===== src/rtl/wb_arbiter.sv =====
// Two-master Wishbone arbiter with a four-region slave decoder and a bus timeout.
// Grants round-robin, holds the grant for the whole cyc, and answers stalled strobes with an error.
module wb_arbiter #(
    parameter int TO_W    = 8,
    parameter int TIMEOUT = 255
) (
    input  logic         clk,
    input  logic         rst,

    input  logic         m0_cyc_i,
    input  logic         m0_stb_i,
    input  logic         m0_we_i,
    input  logic [3:0]   m0_sel_i,
    input  logic [29:0]  m0_adr_i,
    input  logic [31:0]  m0_dat_i,
    output logic [31:0]  m0_dat_o,
    output logic         m0_ack_o,
    output logic         m0_err_o,

    input  logic         m1_cyc_i,
    input  logic         m1_stb_i,
    input  logic         m1_we_i,
    input  logic [3:0]   m1_sel_i,
    input  logic [29:0]  m1_adr_i,
    input  logic [31:0]  m1_dat_i,
    output logic [31:0]  m1_dat_o,
    output logic         m1_ack_o,
    output logic         m1_err_o,

    output logic         s_cyc_o,
    output logic         s_we_o,
    output logic [3:0]   s_sel_o,
    output logic [29:0]  s_adr_o,
    output logic [31:0]  s_dat_o,
    output logic [3:0]   s_stb_o,
    input  logic [3:0]   s_ack_i,
    input  logic [127:0] s_dat_i
);

    typedef enum logic [1:0] {IDLE, GNT0, GNT1} state_t;

    localparam logic [TO_W-1:0] TO_VAL = TO_W'(TIMEOUT);

    state_t          state, state_nxt;
    logic            last, last_nxt;
    logic [TO_W-1:0] tcnt, tcnt_nxt;

    logic        g_cyc, g_stb, g_we;
    logic [3:0]  g_sel;
    logic [29:0] g_adr;
    logic [31:0] g_dat;
    logic [1:0]  region;
    logic        fwd, slv_ack, to_hit;
    logic [31:0] rd;

    always_ff @(posedge clk or posedge rst) begin
        if (rst) begin
            state <= IDLE;
            last  <= 1'b1;
            tcnt  <= '0;
        end else begin
            state <= state_nxt;
            last  <= last_nxt;
            tcnt  <= tcnt_nxt;
        end
    end

    // A grant is only ever taken from IDLE, so every grant change passes through one idle cycle.
    always_comb begin
        state_nxt = state;
        last_nxt  = last;
        case (state)
            IDLE: begin
                if (m0_cyc_i && m1_cyc_i) begin
                    if (last) begin
                        state_nxt = GNT0;
                        last_nxt  = 1'b0;
                    end else begin
                        state_nxt = GNT1;
                        last_nxt  = 1'b1;
                    end
                end else if (m0_cyc_i) begin
                    state_nxt = GNT0;
                    last_nxt  = 1'b0;
                end else if (m1_cyc_i) begin
                    state_nxt = GNT1;
                    last_nxt  = 1'b1;
                end
            end
            GNT0:    if (!m0_cyc_i) state_nxt = IDLE;
            GNT1:    if (!m1_cyc_i) state_nxt = IDLE;
            default: state_nxt = IDLE;
        endcase
    end

    always_comb begin
        g_cyc = 1'b0;
        g_stb = 1'b0;
        g_we  = 1'b0;
        g_sel = '0;
        g_adr = '0;
        g_dat = '0;
        case (state)
            GNT0: begin
                g_cyc = m0_cyc_i;
                g_stb = m0_stb_i;
                g_we  = m0_we_i;
                g_sel = m0_sel_i;
                g_adr = m0_adr_i;
                g_dat = m0_dat_i;
            end
            GNT1: begin
                g_cyc = m1_cyc_i;
                g_stb = m1_stb_i;
                g_we  = m1_we_i;
                g_sel = m1_sel_i;
                g_adr = m1_adr_i;
                g_dat = m1_dat_i;
            end
            default: ;
        endcase
    end

    assign region  = g_adr[29:28];
    assign fwd     = g_cyc & g_stb;
    assign slv_ack = fwd & s_ack_i[region];
    // A real ack in the timeout cycle takes priority over the error response.
    assign to_hit  = fwd & ~slv_ack & (tcnt == TO_VAL);
    assign rd      = to_hit ? 32'hFFFF_FFFF : s_dat_i[{region, 5'b0} +: 32];

    always_comb begin
        tcnt_nxt = tcnt + 1'b1;
        if (!fwd || slv_ack || to_hit) tcnt_nxt = '0;
    end

    always_comb begin
        s_cyc_o  = g_cyc;
        s_we_o   = g_we;
        s_sel_o  = g_sel;
        s_adr_o  = g_adr;
        s_dat_o  = g_dat;
        s_stb_o  = '0;
        m0_ack_o = 1'b0;
        m0_err_o = 1'b0;
        m0_dat_o = '0;
        m1_ack_o = 1'b0;
        m1_err_o = 1'b0;
        m1_dat_o = '0;
        if (fwd && !to_hit) s_stb_o[region] = 1'b1;
        if (state == GNT0) begin
            m0_ack_o = slv_ack | to_hit;
            m0_err_o = to_hit;
            m0_dat_o = rd;
        end
        if (state == GNT1) begin
            m1_ack_o = slv_ack | to_hit;
            m1_err_o = to_hit;
            m1_dat_o = rd;
        end
    end

endmodule

===== config.mk =====
export PLATFORM = sky130hd
export DESIGN_NAME = wb_arbiter
export DESIGN_NICKNAME = d
export VERILOG_FILES = /design/src/rtl/wb_arbiter.sv
export SDC_FILE = /design/constraint.sdc
export NUM_CORES = 1
export LEC_CHECK = 0
export CAP_MARGIN = 15
export CORE_AREA = 5 5 156 158
export DETAILED_ROUTE_END_ITERATION = 16
export DIE_AREA = 0 0 161 163
export PLACE_DENSITY = 0.49
export REMOVE_ABC_BUFFERS = 1
export SLEW_MARGIN = 10
export SYNTH_ARGS = -nofsm -noshare
export SYNTH_HDL_FRONTEND = slang
export SYNTH_SLANG_ARGS = --single-unit

===== constraint.sdc =====
create_clock -name clk -period 2.7 [get_ports clk]
set_clock_uncertainty 0.2 [all_clocks]
set_input_delay 0.675 -clock clk [delete_from_list [all_inputs] [get_ports clk]]
set_output_delay 0.675 -clock clk [all_outputs]
set_load 0.05 [all_outputs]

==> flow_summary.ini, run 1 <==
[outcome]
run_status = complete, but fails checks
violations = negative setup slack

[setup_path]
cp.depth = 10
rrSetupSlack_ps = 120
start_kind = flop
r2r-start = state[0]
critPathMaxStageDelay_ps = 390
worstPathArrival_ps = 2600
crit_chain = inv_2 -> ha_4 -> a22oi_4 -> buf_4 -> mux2i_1 -> a211oi_2 -> or2_4 -> buf_12 -> a21oi_1 -> buf_12
critPathSlowestCell = dfrtp_1
path_buf_inv = 4
crit_required_ps = 1820
crit_end = m0_dat_o[4]
worstReg2RegEnd = tcnt[7]
critical_path_class = flop to output port
cp_top_family = buffers and inverters
endpoint_kind = output port
cp_max_fo = 22
reg2regPathDepth = 10
cp_common_cell = buf_12
crit_start = state[0]

[timing]
hold_viol = 0
worst_pin_slew_ps = 493
period_share_pct = 129
slew_viol_final = 0
fin_setup_tns_ps = -60710
worst_slack_ps = -770
fmax_mhz = 288
timing.final.crit_period_ps = 3470
rsz0062_at_grt = yes
relSlewSlack_pct = 67.2
finalSetupViolCount = 137

[floorplan]
die_w_um = 161
core_area_um2 = 23000
start_util_pct = 13.2
dieHeight_um = 163
top_level_ports = 412
die_area_um2 = 26200
rows = 56

[layout]
fill_cells = 2112
drive_gt1_share_pct = 45.9
multi_input_area_um2 = 3470
nets = 1184
seq_area_um2 = 277
area_growth_syn_to_layout_pct = 264
fin_util_pct = 48.1

[clocking]
cts_buffers = 3
cts_root_buf = clkbuf_16
cts_tree = built
holdBufCountCts = 0
clk_path_buf_depth = 2
htreeDepth = 1
insertion_delay_ps = 230
clk_pin_slew_worst_paths_ps = 40
clock_sink_count = 11

[synthesis]
ys_ff_latch = 11
ys_warn_count = 0
netlist_top_cells_area = a22oi_1, nor2b_1, dfrtp_1
synth_edf_count = 0
synth_area_um2 = 3040
ys_seq_area_share_pct = 9.10
yosysTopAreaCell = a22oi_1
synth_top_area_share_pct = 16.6
ys_async_sr_fraction_pct = 100
syn_area_per_cell_um2 = 7.08
ys_types = 40
syn_inst = 429
synth_top_cells_by_count = a22oi_1, nor2b_1, clkbuf_1, a21oi_1, a21boi_0
yosysMostFrequentCell = a22oi_1
synth_ff_type = dfrtp_1

[power]
power_density_nw_per_um2 = 994
ir_drop_uv = 509
leakage_uw = 0.00427

[global_route]
grt_pass1_wl_mm = 36.7
grt_pass1_vias = 5516
antenna_found_initial = 1
grt_max_degree = 38
grt_usage_pct = 18.1
overflow = 0

[run]
cap_viol_max_count = 0

[worst_hold_path]
hold_path.class = flop to flop

[detailed_routing]
drt_iter0_drc = 314
antenna_left = 0
vias = 5514
drc = 0
wl_per_cell_um = 22.7
drt-total-wl_mm = 27.2
avgViaCountPerCell = 4.60
drtPass1Iterations = 8

[place]
portBuffers = 411
gp_congestion = 0.811
dp_hpwl_mm = 20.6
[worst register-to-register path, stage by stage (launching register included)]
cell and delay, ps:
dfrtp_1 390, inv_2 70, ha_4 200, a22oi_4 230, buf_4 140, mux2i_1 230, a211oi_2 110, buf_4 160
buf_4 130, or3_1 490, nor2_1 150
[what timing repair did]
item | CTS | global route
pin swaps | 16 | 26
setup buffers | 20 | 13
cloned | 3 | 5
resized for setup | 193 | 136
endpoints found under the setup margin | 146 | 140
[stage by stage]
step | hold WS [ps] | setup slack (ps) | total power (uW) | area [um^2] | cells
after floorplan | 248 | -3670 | 4120 | 2790 | 374
after global placement | 322 | -1060 | 8460 | 9330 | 1154
after detailed placement | 331 | -1100 | 8440 | 9330 | 1154
after CTS | 339 | -751 | 9940 | 10300 | 1180
after global routing | 375 | -854 | 11400 | 11100 | 1198
final | 336 | -770 | 11000 | 11100 | 1198
[state kept, by name, summed over array words and instances (netlist names)]
name,count
tcnt,8
state,2
last,1
[final cells by class]
type / count / share of cell area, %
Timing Repair Buffer: 529 / 61.5
Tap cell: 290 / 3.28
Multi-Input combinational cell: 345 / 31.4
Clock buffer: 4 / 0.713
Sequential cell: 11 / 2.50
Antenna cell: 1 / 0.0226
Inverter: 18 / 0.634
[power by group]
part	internal [uW]	switching, uW
clock network	197	63.1
logic	5310	5210
registers	192	20.0
total	5700	5290
[layer usage]
layer / global-route usage [%] / wire length (um) / up-vias
li1: - / - / 2621
met1: 22.5 / 10500 / 2638
met2: 33.0 / 14500 / 231
met3: 3.72 / 1760 / 24
met4: 2.83 / 408 / 0
met5: 0 / 0 / -
[kinds of logic after synthesis]
| logic type | count (synthesis) | synth area share, % |
|---|---|---|
| flip-flops | 11 | 9.10 |
| XOR/XNOR | 6 | 1.73 |
| AO/OA/AOI/OAI | 212 | 52.1 |
| multiplexers | 13 | 4.28 |
| AND/OR/NAND/NOR | 110 | 20.9 |
| adder cells (fa/ha/maj) | 4 | 1.65 |
| buffers and inverters | 73 | 10.3 |
[cell usage in the layout (no fill, tap or decap), types with 12 or more instances in the layout]
cell type | Yosys | routed
buf_6 | 4 | 19
inv_1 | 17 | 14
a222oi_1 | 20 | 20
nor2b_4 | 0 | 60
a32oi_1 | 12 | 12
mux2i_1 | 13 | 13
buf_4 | 0 | 80
a21boi_4 | 0 | 14
a21boi_2 | 0 | 17
clkdlybuf4s50_1 | 0 | 265
a21oi_2 | 0 | 15
a22oi_1 | 67 | 60
a22o_1 | 24 | 22
buf_12 | 0 | 144
[how the worst min path moves through the flow]
stage	slack (ps)	endpoint	cells after the start	startpoint
2_1_floorplan	250	tcnt[0]	1	tcnt[0]
3_3_place_gp	320	last	2	last
3_5_place_dp	330	last	2	last
4_1_cts	340	last	2	last
5_1_grt	380	tcnt[0]	2	tcnt[0]
6_report	340	tcnt[0]	2	tcnt[0]
No activity file was read; power rests on OpenSTA's default activity.
==> inputs of run 2 (changes only) <==
--- a/config.mk
+++ b/config.mk
@@ -9,7 +9,7 @@
 export CORE_AREA = 5 5 156 158
 export DETAILED_ROUTE_END_ITERATION = 16
 export DIE_AREA = 0 0 161 163
-export PLACE_DENSITY = 0.49
+export PLACE_DENSITY_LB_ADDON = 0.3
 export REMOVE_ABC_BUFFERS = 1
 export SLEW_MARGIN = 10
 export SYNTH_ARGS = -nofsm -noshare
==> run 2 against run 1 <==
Net effect:
- register-to-register slack gained 80 ps
- critical path type unchanged
- die area is the same
- clock power grew 5%
- critical path depth increased by 1
- sequential power about the same
- the run still ends with negative setup slack left
- routed wire length is 6.4% higher
- non-clock buffer count rose by 24
- largest power group unchanged
- worst hold slack gained 3.4 ps
- core utilization grew 2.6 points
- setup slack worse by 4.6 ps
==> flow_summary.ini, run 2 (synthesis results as in run 1) <==
[floorplan]
top_level_ports = 412
die_w_um = 161
dieHeight_um = 163
core_area_um2 = 23000
die_area_um2 = 26200
start_util_pct = 13.2
rows = 56

[worst_hold_path]
hold_path_end = last
hold_path.class = flop to flop
hold_depth = 2
hp-start = last

[layout]
final_cell_mix = clkdlybuf4s50_1, buf_12, buf_4
reg_top3 = tcnt (8), state (2), last (1)
fill_cells = 2048
largest_reg_flops = 8
final_common_cell = clkdlybuf4s50_1
area_growth_syn_to_layout_pct = 283
fin_cells = 1223
fin_area_um2 = 11700
seq_area_um2 = 277
drive_gt1_share_pct = 48.7
top_register = tcnt
multi_input_area_um2 = 3690
fin_util_pct = 50.7
nets = 1208

[setup_path]
worstReg2RegEnd = tcnt[0]
endpoint_kind = output port
worstPathArrival_ps = 2600
start_kind = flop
crit_required_ps = 1820
cp_max_fo = 15
critical_path_class = flop to output port
rrSetupSlack_ps = 200
r2r-start = state[1]
reg2regPathDepth = 11

[global_route]
antenna_found_initial = 2
grt_pass1_vias = 5493
overflow = 0
grt_pass1_wl_mm = 35.4
grt_max_degree = 72
grt_usage_pct = 17.3

[timing]
relSlewSlack_pct = 62.0
finalSetupViolCount = 139
worst_pin_slew_ps = 570
hold_viol = 0
period_share_pct = 129
slew_viol_final = 0
rsz0062_at_grt = yes
worst_slack_ps = -775
timing.final.crit_period_ps = 3470
whs_ps = 339
fmax_mhz = 288

[detailed_routing]
drtPass1Iterations = 6
antenna_left = 0
drc = 0
wl_per_cell_um = 23.6
drt_iter0_drc = 409
avgViaCountPerCell = 4.67
drt-total-wl_mm = 28.9
vias = 5709

[clocking]
clk_path_buf_depth = 2
insertion_delay_ps = 240
cts_tree = built
clk_pin_slew_worst_paths_ps = 40
htreeDepth = 1
clock_sink_count = 11
holdBufCountCts = 0
cts_root_buf = clkbuf_16
cts_buffers = 3

[place]
gp_congestion = 0.783
portBuffers = 411
place_inst = 1152
dp_hpwl_mm = 19.8
place_area_um2 = 9330

[outcome]
violations = negative setup slack
run_status = complete, but fails checks

[power]
ir_drop_uv = 506
leakage_uw = 0.00451
power_density_nw_per_um2 = 1040

[run]
cap_viol_max_count = 0
[run 2: cell count changes in the layout (fill, tap and decap cells not counted), moves of 6 or more]
| cell | before | now |
|---|---|---|
| a21boi_4 | 14 | 23 |
| a21oi_4 | 8 | 19 |
| o21ai_1 | 8 | 2 |
| buf_12 | 144 | 152 |
| buf_6 | 19 | 33 |
| a21boi_2 | 17 | 7 |
| a21oi_2 | 15 | 9 |
[run 2: worst max-delay path by stage]
| stage | endpoint | from | slack, ps |
|---|---|---|---|
| finish | m0_dat_o[10] | state[0] | -770 |
| global route | m0_dat_o[10] | state[1] | -870 |
| floorplan | m1_dat_o[0] | state[0] | -3670 |
| CTS | m1_dat_o[7] | state[0] | -760 |
| detailed placement | m1_dat_o[2] | m1_adr_i[28] | -1070 |
| global placement | m1_dat_o[9] | m1_adr_i[28] | -1050 |
[run 2: metrics by stage]
step                power [uW]  setup TNS, ps  setup WS, ps
detailed placement        8470         -90390         -1070
global placement          8460         -87220         -1050
global route             12500         -67470          -869
CTS                       9490         -78940          -757
finish                   12100         -55330          -775
floorplan                 4120        -358010         -3670
[run 2: area by class of cell]
class | instances | area share (%)
Antenna cell | 2 | 0.0429
Clock buffer | 4 | 0.676
Inverter | 18 | 0.580
Multi-Input combinational cell | 345 | 31.6
Sequential cell | 11 | 2.37
Tap cell | 290 | 3.11
Timing Repair Buffer | 553 | 61.6
[run 2: power by group]
part	switching, uW	internal [uW]
Sequential	17.3	192
Clock	73.3	198
Combinational	5650	5940
Total	5740	6330
[run 2: critical path: stages (launching register included)]
cell and delay (ps):
dfrtp_1 390, buf_6 130, ha_4 180, a22o_4 250
buf_6 120, o31ai_4 190, a211oi_2 70, or2_4 350
buf_12 190, buf_4 140, a21oi_2 170, buf_12 160
[run 2: metal layers]
layer	vias up	track usage, %	part of all wire [%]
met2	250	31.1	51
li1	2662	-	-
met5	-	0	0
met4	0	4.11	1.9
met3	32	4.15	6.5
met1	2765	20.9	40
[run 2: what timing repair did]
| action | in CTS | in global routing |
|---|---|---|
| cloned | 4 | 17 |
| endpoints found under the setup margin | 143 | 147 |
| pin swaps | 29 | 27 |
| gates resized for setup | 162 | 225 |
| buffers inserted | 24 | 28 |
